==> config.mk <==
export PLATFORM = sky130hd
export DESIGN_NAME = mem_latency_pipeline
export DESIGN_NICKNAME = d
export VERILOG_FILES = /design/src/rtl/mem_latency_pipeline_pkg.sv /design/src/rtl/mem_latency_calc.sv /design/src/rtl/mem_latency_pipeline.sv
export SDC_FILE = /design/constraint.sdc
export NUM_CORES = 1
export LEC_CHECK = 0
export ABC_CLOCK_PERIOD_IN_PS = 3550
export BUFFER_PORTS_ARGS = -buffer_cell sky130_fd_sc_hd__buf_2
export CAP_MARGIN = 25
export CORE_MARGIN = 2
export CORE_UTILIZATION = 58
export DETAILED_ROUTE_END_ITERATION = 10
export GPL_TIMING_DRIVEN = 0
export PLACE_DENSITY = 0.76
export SLEW_MARGIN = 15
export SYNTH_ARGS = -nofsm -noshare
export SYNTH_HDL_FRONTEND = slang
export SYNTH_SLANG_ARGS = --single-unit
==> constraint.sdc <==
create_clock -name clk -period 3.55 [get_ports clk]
set_input_delay 0.355 -clock clk [delete_from_list [all_inputs] [get_ports clk]]
set_output_delay 0.355 -clock clk [all_outputs]
set_load 0.005 [all_outputs]
==> src/rtl/mem_latency_pipeline_pkg.sv <==
// Shared level encodings and default base latencies for the GPGPU memory-latency model.
package mem_latency_pipeline_pkg;

    typedef enum logic [1:0] {
        LVL_SHARED = 2'd0,
        LVL_L1     = 2'd1,
        LVL_L2     = 2'd2,
        LVL_DRAM   = 2'd3
    } level_e;

    localparam int DEF_NUM_SEG     = 8;
    localparam int DEF_SEG_W       = 3;
    localparam int DEF_DEPTH       = 8;
    localparam int DEF_TAG_W       = 6;
    localparam int DEF_LAT_W       = 10;
    localparam int DEF_SHARED_LAT  = 1;
    localparam int DEF_L1_LAT      = 1;
    localparam int DEF_L2_LAT      = 20;
    localparam int DEF_DRAM_LAT    = 400;
    localparam int DEF_SEG_PENALTY = 0;

endpackage

==> src/rtl/mem_latency_calc.sv <==
// Combinational latency lookup: base(level) + per-segment penalty, saturated to
// the timer width and clamped to a minimum of one cycle.
module mem_latency_calc
    import mem_latency_pipeline_pkg::*;
#(
    parameter int SEG_W       = DEF_SEG_W,
    parameter int LAT_W       = DEF_LAT_W,
    parameter int SHARED_LAT  = DEF_SHARED_LAT,
    parameter int L1_LAT      = DEF_L1_LAT,
    parameter int L2_LAT      = DEF_L2_LAT,
    parameter int DRAM_LAT    = DEF_DRAM_LAT,
    parameter int SEG_PENALTY = DEF_SEG_PENALTY
) (
    input  logic [1:0]       level,
    input  logic [SEG_W-1:0] seg,
    output logic [LAT_W-1:0] lat
);

    // Wide enough that base + penalty*seg never wraps before the saturation test.
    localparam int CW = LAT_W + SEG_W + 1;
    localparam logic [CW-1:0] LAT_MAX = {{(SEG_W + 1){1'b0}}, {LAT_W{1'b1}}};

    logic [CW-1:0] base;
    logic [CW-1:0] sum;

    always_comb begin
        // NOTE: every output of a combinational block gets a default first, so no path leaves it unassigned and no latch is inferred.
        base = CW'(SHARED_LAT);
        sum  = '0;
        lat  = '0;
        case (level_e'(level))
            LVL_SHARED: base = CW'(SHARED_LAT);
            LVL_L1:     base = CW'(L1_LAT);
            LVL_L2:     base = CW'(L2_LAT);
            LVL_DRAM:   base = CW'(DRAM_LAT);
            default:    base = CW'(SHARED_LAT);
        endcase
        sum = base + CW'(SEG_PENALTY) * CW'(seg);
        if (sum > LAT_MAX) begin
            lat = '1;
        end else if (sum == '0) begin
            lat = LAT_W'(1);
        end else begin
            lat = sum[LAT_W-1:0];
        end
    end

endmodule

==> src/rtl/mem_latency_pipeline.sv <==
// In-order outstanding-request buffer: each entry counts down its modelled
// latency and is returned with its tag once it reaches the head and matures.
module mem_latency_pipeline
    import mem_latency_pipeline_pkg::*;
#(
    parameter int NUM_SEG     = DEF_NUM_SEG,
    parameter int SEG_W       = DEF_SEG_W,
    parameter int DEPTH       = DEF_DEPTH,
    parameter int TAG_W       = DEF_TAG_W,
    parameter int LAT_W       = DEF_LAT_W,
    parameter int SHARED_LAT  = DEF_SHARED_LAT,
    parameter int L1_LAT      = DEF_L1_LAT,
    parameter int L2_LAT      = DEF_L2_LAT,
    parameter int DRAM_LAT    = DEF_DRAM_LAT,
    parameter int SEG_PENALTY = DEF_SEG_PENALTY
) (
    input  logic                       clk,
    input  logic                       reset,
    input  logic                       stall,
    input  logic                       req_valid,
    output logic                       req_ready,
    input  logic [SEG_W-1:0]           req_seg,
    input  logic [1:0]                 req_level,
    input  logic [TAG_W-1:0]           req_tag,
    output logic                       rsp_valid,
    input  logic                       rsp_ready,
    output logic [TAG_W-1:0]           rsp_tag,
    output logic [SEG_W-1:0]           rsp_seg,
    output logic [1:0]                 rsp_level,
    output logic [LAT_W-1:0]           delay,
    output logic [$clog2(DEPTH+1)-1:0] occupancy
);

    localparam int PTR_W = $clog2(DEPTH);
    localparam int CNT_W = $clog2(DEPTH + 1);
    localparam logic [CNT_W-1:0] FULL_CNT = CNT_W'(DEPTH);

    logic [TAG_W-1:0] tag_q   [DEPTH];
    logic [SEG_W-1:0] seg_q   [DEPTH];
    logic [1:0]       level_q [DEPTH];
    logic [LAT_W-1:0] timer_q [DEPTH];
    logic [DEPTH-1:0] live_q;

    logic [PTR_W-1:0] rd_ptr;
    logic [PTR_W-1:0] wr_ptr;
    logic [CNT_W-1:0] count;
    logic [LAT_W-1:0] lat;
    logic             push;
    logic             pop;

    mem_latency_calc #(
        .SEG_W      (SEG_W),
        .LAT_W      (LAT_W),
        .SHARED_LAT (SHARED_LAT),
        .L1_LAT     (L1_LAT),
        .L2_LAT     (L2_LAT),
        .DRAM_LAT   (DRAM_LAT),
        .SEG_PENALTY(SEG_PENALTY)
    ) u_calc (
        .level(req_level),
        .seg  (req_seg),
        .lat  (lat)
    );

    // Readiness looks only at the registered count: a same-cycle pop never frees a slot.
    assign req_ready = (count < FULL_CNT) & ~stall & ~reset;
    assign rsp_valid = (count != '0) & (timer_q[rd_ptr] == '0) & ~stall;
    assign push      = req_valid & req_ready;
    assign pop       = rsp_valid & rsp_ready;

    assign rsp_tag   = tag_q[rd_ptr];
    assign rsp_seg   = seg_q[rd_ptr];
    assign rsp_level = level_q[rd_ptr];
    assign occupancy = count;

    // NOTE: the payload array is deliberately not reset; it is only observed through a live entry, which reset already clears.
    always_ff @(posedge clk) begin
        if (push) begin
            tag_q[wr_ptr]   <= req_tag;
            seg_q[wr_ptr]   <= req_seg;
            level_q[wr_ptr] <= req_level;
        end
    end

    // NOTE: state uses non-blocking assignment so every register samples pre-edge values regardless of statement order.
    always_ff @(posedge clk or posedge reset) begin
        if (reset) begin
            for (int i = 0; i < DEPTH; i++) begin
                timer_q[i] <= '0;
            end
            live_q <= '0;
            rd_ptr <= '0;
            wr_ptr <= '0;
            count  <= '0;
            delay  <= '0;
        end else begin
            // Followers keep counting behind a blocked head so they can drain back-to-back.
            if (!stall) begin
                for (int i = 0; i < DEPTH; i++) begin
                    if (live_q[i] && timer_q[i] != '0) begin
                        timer_q[i] <= timer_q[i] - LAT_W'(1);
                    end
                end
            end
            if (pop) begin
                live_q[rd_ptr] <= 1'b0;
                rd_ptr         <= rd_ptr + PTR_W'(1);
            end
            if (push) begin
                live_q[wr_ptr]  <= 1'b1;
                timer_q[wr_ptr] <= lat - LAT_W'(1);
                wr_ptr          <= wr_ptr + PTR_W'(1);
                delay           <= lat;
            end
            case ({push, pop})
                2'b10:   count <= count + CNT_W'(1);
                2'b01:   count <= count - CNT_W'(1);
                default: count <= count;
            endcase
        end
    end

endmodule
==> impl_metrics.csv <==
group,metric,value,unit
outcome,outcome,"finished, final reports clean",
drt,drcViolationCount,0,
clocking,number_of_sinks_handled_by_clock_tree_synthesis,190,
floorplan,design.core.area,0.01520,sq mm
cells_and_area,total_nets_final,855,
synthesis,synth_edf_count,88,
critical_path,crit-reg2reg-launch,"rd_ptr[0]",
timing,number_of_hold_violations_in_the_final_report,0,
timing,final.hold.worst_slack,188.6,ps
synthesis,synth_seq_cells,190,
placed_design,portBuffers,37,
timing,timing.slew.headroom,38.44,%
cells_and_area,final_core_util,66.61,%
worst_hold_path,hp-class,"in2reg",
placed_design,place_hpwl,13.39,mm
drt,drt_iter0_drc,516,
critical_path,critical_path_launch_point,"rd_ptr[0]",
cells_and_area,layout-drive-gt1-share,15.63,%
clocking,clock_tree.htree_level_count,4,
placed_design,postPlaceCellArea,0.009502,sq mm
floorplan,die_span_y,128.8,microns
floorplan,top_level_ports,43,
pwr,power_density,808.4,mW/mm^2
clocking,cts_made_buffers,17,
critical_path,worstSetupEndpoint,"rsp_valid",
clocking,cts.repair_timing.setup_buffer_count,0,
critical_path,critical_path.reg2reg.endpoint,"occupancy[3]",
timing,timing_worst_slew_pin_value,900.2,ps
clocking,tritoncts,"built",
cells_and_area,antenna-diode-count,0,
pwr,vdd_ir_drop_max,0.0004547,V
placed_design,final_gp_congestion,0.9044,
clocking,cts_buffer_depth,2,
synthesis,synth.cell_area,0.009034,sq mm
run,cap_viol_max_count,0,
critical_path,worst-endpoint-arrival,3040,ps
drt,route.detailed.vias_per_inst,5.984,
critical_path,cp-start-kind,"register",
synthesis,post_synth_inst_count,763,
global_routing,number_of_antenna_violations_at_the_first_check_in_global_routing,0,
cells_and_area,layout.cell_area.non_filler,0.01013,sq mm
cells_and_area,finalNonFillerCells,1026,
timing,setup-violations-final,0,
timing,clock.fmax,0.2945,GHz
timing,layout_min_cycle_time,3395,ps
clocking,cts.root.buffer_cell,"clkbuf_16",
clocking,clk_latency,440,ps
global_routing,grt_start_max_net_pins,83,
synthesis,synth.top_cells.by_area,"edfxtp_1, dfrtp_1, mux4_2",
clocking,clkTransAtPathRegs,70,ps
floorplan,floorplan.initialDensity,59.42,%
synthesis,synth.yosys.warnings,0,
floorplan,die_area,0.01659,sq mm
drt,vias,6140,
drt,wl,19.73,mm
global_routing,grt_pass1_wl,32.00,mm
floorplan,die-width,128.8,microns
critical_path,worstSetupPathType,"reg2out",
global_routing,grt_use_total,25.48,%
critical_path,crit_fanout,10,
pwr,leak,0.003959,uW
timing,timing.clock.skew,12.23,ps
placed_design,dpl_worst_slack,-7.032,ps
critical_path,timing.critical_path.required,3190,ps
critical_path,r2r_cells,14,
placed_design,post-place-cells,993,
synthesis,post-synth-top-area-cell,"edfxtp_1",
synthesis,synth_seq_area_share,57.51,%
synthesis,ys_dominant_reg_cell,"dfrtp_1",
drt,drtPass1Iterations,5,
global_routing,globalRouteOverflowTotal,0,
synthesis,post-synth-top-area-fraction,29.25,%
synthesis,postSynth.asyncResetShare,53.68,%
critical_path,end_kind,"output port",
drt,ant_nets,0,
critical_path,setup.reg_to_reg.worst_slack,170,ps
floorplan,rows,45,
cells_and_area,area_delta_synth_final,12.09,%
synthesis,synth_area_per_cell,11.84,sq um
timing,postLayoutSetupSlackWorst,154.5,ps
global_routing,grt_pass1_vias,6124,
timing,drv_slew,0,
timing,finalCritPeriodShare,95.65,%
drt,routed_wire_length_per_instance,19.23,microns
synthesis,yosys.cell_types.count,63,
timing,rsz0062_at_grt,"no",
==> layer usage <==
layer | GRT usage [%] | vias up | part of all wire [%]
met5 | 0 | - | 0
met1 | 34.62 | 3061 | 43
li1 | - | 2857 | -
met4 | 8.120 | 0 | 1.5
met2 | 42.39 | 198 | 51
met3 | 4.407 | 24 | 5.3
==> kinds of logic (layout without fill, tap and decap cells) <==
| logic type | count (synthesis) | count (layout) | synth area share, % |
|---|---|---|---|
| XOR/XNOR | 70 | 70 | 6.787 |
| AO/OA/AOI/OAI | 104 | 104 | 7.756 |
| adder cells (fa/ha/maj) | 14 | 14 | 2.022 |
| AND/OR/NAND/NOR | 288 | 288 | 16.14 |
| buffers and inverters | 65 | 136 | 3.199 |
| multiplexers | 31 | 31 | 6.551 |
| flip-flops | 190 | 190 | 57.51 |
| other | 1 | 5 | 0.04151 |
==> what timing repair did <==
item | CTS | global route
hold buffers | 1 | 0
pin swaps | 0 | 1
setup endpoints to repair | 1 | 1
resized for setup | 1 | 4
endpoints found under the hold margin | 20 | 0
==> sequential cells by signal, summed over array words and instances (netlist names) <==
| name | cells |
|---|---|
| occupancy | 4 |
| wr_ptr | 3 |
| tag_q | 48 |
| rd_ptr | 3 |
| seg_q | 24 |
| level_q | 16 |
| delay | 4 |
| timer_q | 80 |
| live_q | 8 |
==> Yosys cell counts, types with 3 or more instances <==
cell type  instances
nor4_1            22
dfrtp_1          102
or4_1              7
or4b_1             4
edfxtp_1          88
nand2_1           90
a31oi_1            5
nand3b_1           7
nor2b_1           13
buf_1              3
a21oi_1           37
nor2_1            70
buf_2              6
nor3b_1           12
xnor2_1           44
o21ai_1            9
buf_4              6
nand2b_1           8
o41ai_1            3
mux2_2             4
xor2_1            26
and2_1             4
clkinv_1           5
ha_1              13
mux4_2            22
clkbuf_1           7
inv_1             33
nand3_1            4
nor3_1            31
or3_1              5
mux2i_1            4
inv_2              3
o21ai_0           23
==> power breakdown <==
part	total [uW]	internal (uW)	switching (uW)
Clock	1880	1010	867
Sequential	3530	2880	650
Combinational	2780	1260	1520
Total	8190	5140	3040
==> worst min-delay path by stage <==
stage / slack [ps] / startpoint / cells past startpoint / endpoint
6_report: 190 / req_tag[5] / 1 / tag_q[3][5]
5_1_grt: 180 / req_tag[5] / 1 / tag_q[3][5]
4_1_cts: 180 / req_seg[2] / 1 / seg_q[2][2]
3_5_place_dp: 320 / reset / 2 / occupancy[3]
3_3_place_gp: 460 / delay[2] / 2 / delay[2]
2_1_floorplan: 450 / req_level[0] / 0 / level_q[0][0]
==> stage by stage <==
step	TNS (ps)	total power [uW]
floorplan	0	5450
finish	0	8186
detailed placement	-7.032	6272
global route	0	8704
CTS	0	8161
global placement	-63030	6119
==> worst max-delay path, stage by stage (launching register included) <==
cell and delay (ps):
dfrtp_1 370, buf_6 150, buf_6 170, nor3b_1 380, o21ai_1 170, a32oi_2 250
nand4_4 250, nor3_1 630, buf_2 230
==> area by class of cell <==
| class | count | area (sq um) |
|---|---|---|
| flip-flops and latches | 190 | 5195 |
| fillers | 1111 | 5076 |
| multi-input cells | 512 | 3592 |
| clock buffers | 19 | 442.9 |
| well taps | 188 | 235.2 |
| repair buffers | 39 | 222.7 |
| inverters | 41 | 158.9 |
| clock inverters | 13 | 142.6 |
| plain buffers | 24 | 136.4 |
==> placed cells by master (no fill, tap or decap), types with 3 or more instances in the layout <==
| master | n |
|---|---|
| buf_2 | 43 |
| edfxtp_1 | 88 |
| a21oi_1 | 37 |
| ha_1 | 13 |
| and2_1 | 4 |
| nor4_4 | 3 |
| nand2_1 | 90 |
| a31oi_1 | 5 |
| mux2i_1 | 4 |
| nor3b_1 | 12 |
| or3_1 | 5 |
| clkbuf_1 | 7 |
| o21ai_0 | 23 |
| buf_4 | 6 |
| nor4_1 | 20 |
| nor3_1 | 31 |
| inv_1 | 32 |
| or4b_1 | 4 |
| nor2_1 | 70 |
| buf_1 | 3 |
| xnor2_1 | 44 |
| o41ai_1 | 3 |
| inv_2 | 3 |
| nand2b_1 | 8 |
| dfrtp_1 | 102 |
| mux4_2 | 22 |
| inv_6 | 8 |
| nand3b_1 | 7 |
| conb_1 | 5 |
| clkinv_1 | 5 |
| xor2_1 | 26 |
| nor2b_1 | 13 |
| clkbuf_16 | 17 |
| or4_1 | 7 |
| o21ai_1 | 9 |
| nand3_1 | 4 |
| mux2_2 | 4 |
Power figures use the tool's default switching activity.
